**src/rtl/input_stall_controller_pkg.sv**
```systemverilog
// Shared processor definitions used by the IN-instruction stall logic:
// the default data-word width and the 2-bit FSM state encoding.
package input_stall_controller_pkg;

  localparam int DATA_W_DEF = 16;

  localparam logic [1:0] ST_IDLE         = 2'd0;
  localparam logic [1:0] ST_WAIT_PRESS   = 2'd1;
  localparam logic [1:0] ST_WAIT_RELEASE = 2'd2;
  localparam logic [1:0] ST_DONE         = 2'd3;

endpackage

```
**src/rtl/input_debouncer.sv**
```systemverilog
// Board key conditioning: 2-flop synchronizer, polarity normalisation
// (pressed=1) and a stable-level debouncer that emits single-cycle
// press/release event pulses in the cycle the stable level flips.
module input_debouncer #(
  parameter int DEBOUNCE_CYCLES = 250000,
  parameter bit BTN_ACTIVE_LOW  = 1'b1
) (
  input  logic clk_i,
  input  logic rst_ni,
  input  logic button_i,
  output logic press_evt_o,
  output logic release_evt_o
);

  localparam int                CNT_W        = (DEBOUNCE_CYCLES > 1) ? $clog2(DEBOUNCE_CYCLES) : 1;
  localparam logic              RAW_RELEASED = BTN_ACTIVE_LOW;
  localparam logic [CNT_W-1:0]  CNT_MAX      = CNT_W'(DEBOUNCE_CYCLES - 1);

  logic             sync1_q, sync2_q;
  logic             stable_q, stable_d;
  logic [CNT_W-1:0] cnt_q, cnt_d;
  logic             pressed;
  logic             flip;

  // Two-stage synchronizer; resets to the raw released level so no event fires out of reset
  always_ff @(posedge clk_i or negedge rst_ni) begin
    if (!rst_ni) begin
      sync1_q <= RAW_RELEASED;
      sync2_q <= RAW_RELEASED;
    end else begin
      sync1_q <= button_i;
      sync2_q <= sync1_q;
    end
  end

  assign pressed = sync2_q ^ BTN_ACTIVE_LOW;

  // Count consecutive cycles of disagreement; flip the stable level at the terminal count
  always_comb begin
    cnt_d    = '0;
    stable_d = stable_q;
    flip     = 1'b0;
    if (pressed != stable_q) begin
      if (cnt_q == CNT_MAX) begin
        flip     = 1'b1;
        stable_d = pressed;
      end else begin
        cnt_d = cnt_q + CNT_W'(1);
      end
    end
  end

  // Debounce state registers
  always_ff @(posedge clk_i or negedge rst_ni) begin
    if (!rst_ni) begin
      cnt_q    <= '0;
      stable_q <= 1'b0;
    end else begin
      cnt_q    <= cnt_d;
      stable_q <= stable_d;
    end
  end

  assign press_evt_o   = flip & pressed;
  assign release_evt_o = flip & ~pressed;

endmodule

```
**src/rtl/input_stall_controller.sv**
```systemverilog
// Responder side of the PC stall interface for IN instructions: stalls the
// PC while waiting for a debounced key press/release, captures the switch
// word on the press, and releases the stall for exactly one cycle.
module input_stall_controller
  import input_stall_controller_pkg::*;
#(
  parameter int DATA_W          = DATA_W_DEF,
  parameter int DEBOUNCE_CYCLES = 250000,
  parameter bit BTN_ACTIVE_LOW  = 1'b1
) (
  input  logic              clock,
  input  logic              reset,
  input  logic              in_req,
  input  logic              hlt,
  input  logic              button,
  input  logic [DATA_W-1:0] switches,
  output logic              insign,
  output logic [DATA_W-1:0] in_data,
  output logic              in_valid,
  output logic              busy
);

  logic [1:0]        state_q, state_d;
  logic [DATA_W-1:0] in_data_q, in_data_d;
  logic              capture;
  logic              press_evt, release_evt;

  input_debouncer #(
    .DEBOUNCE_CYCLES (DEBOUNCE_CYCLES),
    .BTN_ACTIVE_LOW  (BTN_ACTIVE_LOW)
  ) u_debouncer (
    .clk_i         (clock),
    .rst_ni        (reset),
    .button_i      (button),
    .press_evt_o   (press_evt),
    .release_evt_o (release_evt)
  );

  // Next-state logic; hlt and a dropped in_req both abort back to IDLE without capturing
  always_comb begin
    state_d = state_q;
    capture = 1'b0;
    if (hlt || !in_req) begin
      state_d = ST_IDLE;
    end else begin
      case (state_q)
        ST_IDLE:         state_d = ST_WAIT_PRESS;
        ST_WAIT_PRESS: begin
          if (press_evt) begin
            capture = 1'b1;
            state_d = ST_WAIT_RELEASE;
          end
        end
        ST_WAIT_RELEASE: if (release_evt) state_d = ST_DONE;
        ST_DONE:         state_d = ST_IDLE;
        default:         state_d = ST_IDLE;
      endcase
    end
  end

  assign in_data_d = capture ? switches : in_data_q;

  // State and capture registers
  always_ff @(posedge clock or negedge reset) begin
    if (!reset) begin
      state_q   <= ST_IDLE;
      in_data_q <= '0;
    end else begin
      state_q   <= state_d;
      in_data_q <= in_data_d;
    end
  end

  // Stall is gated by reset so the PC is never held while the block is being cleared
  assign insign   = reset & in_req & ~hlt & (state_q != ST_DONE);
  assign in_valid = (state_q == ST_DONE) & in_req & ~hlt;
  assign in_data  = in_data_q;
  assign busy     = (state_q != ST_IDLE);

endmodule

```
**config.mk**
```make
export PLATFORM = sky130hd
export DESIGN_NAME = input_stall_controller
export DESIGN_NICKNAME = d
export VERILOG_FILES = /design/src/rtl/input_stall_controller_pkg.sv /design/src/rtl/input_debouncer.sv /design/src/rtl/input_stall_controller.sv
export SDC_FILE = /design/constraint.sdc
export NUM_CORES = 1
export LEC_CHECK = 0
export CAP_MARGIN = 40
export CORE_ASPECT_RATIO = 0.5
export CORE_MARGIN = 2
export CORE_UTILIZATION = 25
export CTS_BUF_LIST = sky130_fd_sc_hd__clkbuf_4 sky130_fd_sc_hd__clkbuf_8
export CTS_CLUSTER_DIAMETER = 80
export DETAILED_ROUTE_END_ITERATION = 8
export GPL_TIMING_DRIVEN = 0
export MAX_ROUTING_LAYER = met4
export PLACE_DENSITY_LB_ADDON = 0.12
export SYNTH_ARGS = -nofsm -noshare
export SYNTH_HDL_FRONTEND = slang
export SYNTH_SLANG_ARGS = --single-unit
```
**constraint.sdc**
```tcl
create_clock -name clock -period 4.48 [get_ports clock]
set_clock_uncertainty 0.2 [all_clocks]
set_input_delay 0.448 -clock clock [delete_from_list [all_inputs] [get_ports clock]]
set_output_delay 0.448 -clock clock [all_outputs]
set_load 0.02 [all_outputs]
```
==> results of run 1 <==
-- cell families after synthesis --
kind of cell,count (synthesis),synth area share
simple gates,55,0.179
flops,39,0.529
mux,19,0.134
xor+xnor,16,0.0757
buf+inv,7,0.0270
fa+ha+maj,6,0.0406
compound gates,4,0.0155
-- worst max-delay path: stages --
cell and delay (ns):
dlygate4sd3_1 0.52, buf_2 0.22, buf_12 0.23, and3b_1 0.18, clkdlybuf4s50_1 0.60
-- synthesized netlist by cell type, drive strengths merged --
| master | count | area share |
|---|---|---|
| dfrtp | 37 | 0.50 |
| nor2 | 21 | 0.051 |
| mux2 | 16 | 0.12 |
| xor2 | 10 | 0.047 |
| nand2 | 8 | 0.016 |
| nand3 | 7 | 0.026 |
| ha | 6 | 0.041 |
| xnor2 | 6 | 0.028 |
| and4 | 5 | 0.026 |
| inv | 5 | 0.010 |
| and2 | 3 | 0.011 |
| and3 | 3 | 0.011 |
| mux2i | 3 | 0.016 |
| a31oi | 2 | 0.0068 |
| and3b | 2 | 0.0095 |
| buf | 2 | 0.017 |
| dfstp | 2 | 0.028 |
| nand4 | 2 | 0.0068 |
| nor2b | 1 | 0.0034 |
| nor3 | 1 | 0.0027 |
| nor4 | 1 | 0.0068 |
| nor4b | 1 | 0.0081 |
| o21ai | 1 | 0.0027 |
| o21bai | 1 | 0.0061 |
-- sequential cells by signal (all words and copies together), names as in the netlist --
register	flops
u_debouncer.sync1_q	1
u_debouncer.cnt_q	18
u_debouncer.stable_q	1
in_data	16
state_q	2
u_debouncer.sync2_q	1
-- layer usage --
| metal | track usage | routed length, µm |
|---|---|---|
| met5 | - | 0 |
| met1 | 0.132 | 1780 |
| met3 | 0.0314 | 139 |
| met4 | 0.0333 | 46 |
| met2 | 0.138 | 1510 |
-- worst max path at each step --
stage	depth (start not counted)	end	slack, ns	start
global route	5	insign	1.49	reset
floorplan	7	in_data[10]	2.49	u_debouncer.cnt_q[0]
CTS	5	insign	1.58	reset
detailed placement	4	insign	1.70	in_req
finish	5	insign	1.61	reset
global placement	3	insign	0.60	reset
-- layout make-up --
cell class	instances	area (µm²)
Buffer	2	31.3
Clock buffer	6	76.3
Clock inverter	2	12.5
Fill cell	726	4760
Inverter	5	18.8
Multi-Input combinational cell	100	822
Sequential cell	39	978
Tap cell	96	120
Timing Repair Buffer	41	415
-- through the flow --
step | util | instance area (µm²) | setup slack (ns)
after detailed placement | 0.328 | 2380 | 1.70
after CTS | 0.342 | 2470 | 1.58
after floorplan | - | 1850 | 2.49
after global routing | 0.342 | 2470 | 1.49
final | 0.342 | 2470 | 1.61
after global placement | 0.326 | 2360 | 0.603
-- power breakdown --
part	total (W)	switching [W]	internal (W)
registers	0.000360	0.00000357	0.000357
logic	0.0000487	0.0000223	0.0000264
clock network	0.000244	0.000129	0.000115
total	0.000653	0.000155	0.000498
-- repair_timing --
item	CTS	global route
buffers inserted	0	0
hold buffers	1	0
hold endpoints to repair	7	0
==> metrics.txt, run 1 <==
status complete, no violations; r2r worst-path depth 7; Reg2Reg Setup Slack ~2.3 ns; Post-Layout Cell Count between 200 and 300; Synth cell types 32; unrepaired setup endpoints after global routing false; final wirelength roughly 3.5 mm; clk root buf clkbuf_8; Residual DRC 0; Placer Congestion approximately 0.66; largest net degree at the start of global routing 34; 1st-pass router iterations 4; post_cts resized 0; Vias about 1200; I/O pins 40; final setup fails 0; Routed WL per cell between 10 and 15 µm; clk_lat worst skew between 0.2 and 0.3 ns; most frequent cells in the layout clkdlybuf4s50_1, dfrtp_1, nor2_1; CP endpoint kind primary output; Vias/cell ~4; CTS HTree Levels 2; Synth Register Bits 39; reported max-cap violation count 0; final period utilization 0.641; layout cell share with drive strength beyond 1 0.205; power per cell area between 200 and 300 nW/µm²; TritonCTS clock tree yes; VDD IR max between 0.1 and 0.15 mV; Crit Path Max Fanout 33; Hold Crit Depth 0; die area between 8000 and 9000 µm²; Port Buffers 39; Seq/Total Area, Yosys 0.529; Placed Cells about 280; CP Data Required Time about 3.8 ns; Max Fclk 348 MHz; Die X around 130 µm; Slew Limit Fails 0; Worst-path clk slew about 0.080 ns; yosys warns 0; crit path kind input port to primary output; static leakage ~1.1 nW; die height between 60 and 70 µm; first-pass GRT wire length 6.08 mm; initial antenna violation count 0; starting density of the core 0.256; WHS 0.161 ns; Total Routing Usage GR 0.0976; synth-to-layout area growth 33.7%; CTS buffer count 5; worst min path class flop to flop; commonest non-fill, non-tap cell in the layout clkdlybuf4s50_1; Worst slew margin 0.486; Hold EP u_debouncer.sync2_q; worst slew pin tran around 0.76 ns; Layout Nets between 200 and 250; vias in the first global route around 1200; Arr. time, crit path 2.23 ns; R2R Path Start u_debouncer.cnt_q[0]; Startpoint Class input port; core area between 7000 and 8000 µm²; antenna cells 0; detailed placement HPWL roughly 2.5 mm; Syn Nets roughly 170; maximum root-to-sink buffer count 2; Syn Inst Count between 100 and 150; Tmin final 2.87 ns; total grt overflow 0; setup TNS 0 ns; overall power between 0.0006 and 0.0007 W; final antenna-violating net count 0; RR Endpoint in_data[10]; CTS sink cnt 39; Avg Synthesized Cell Area approximately 13 µm²; Iteration-0 DRC Markers 58; synthesized area around 1900 µm²; Cell Rows 22; Final Hold Viols 0; min-delay src u_debouncer.sync1_q
Power figures use the tool's default switching activity.
==> run 2, diff against run 1 <==
- clock period: 4.48 -> 2.8 ns (I/O delays scaled with it)
==> results of run 2 <==
Same layout as run 1 (identical final DEF). Status: complete, no violations.
Main changes from that run: setup slack after placement 1.70 ns -> 0.355 ns; setup slack after layout 1.61 ns -> 0.262 ns; hold slack 0.161 ns -> 0.156 ns; register-to-register setup slack 2.31 ns -> 0.63 ns; total power 0.000653 W -> 0.00104 W; worst IR drop on VDD 0.109 mV -> 0.174 mV
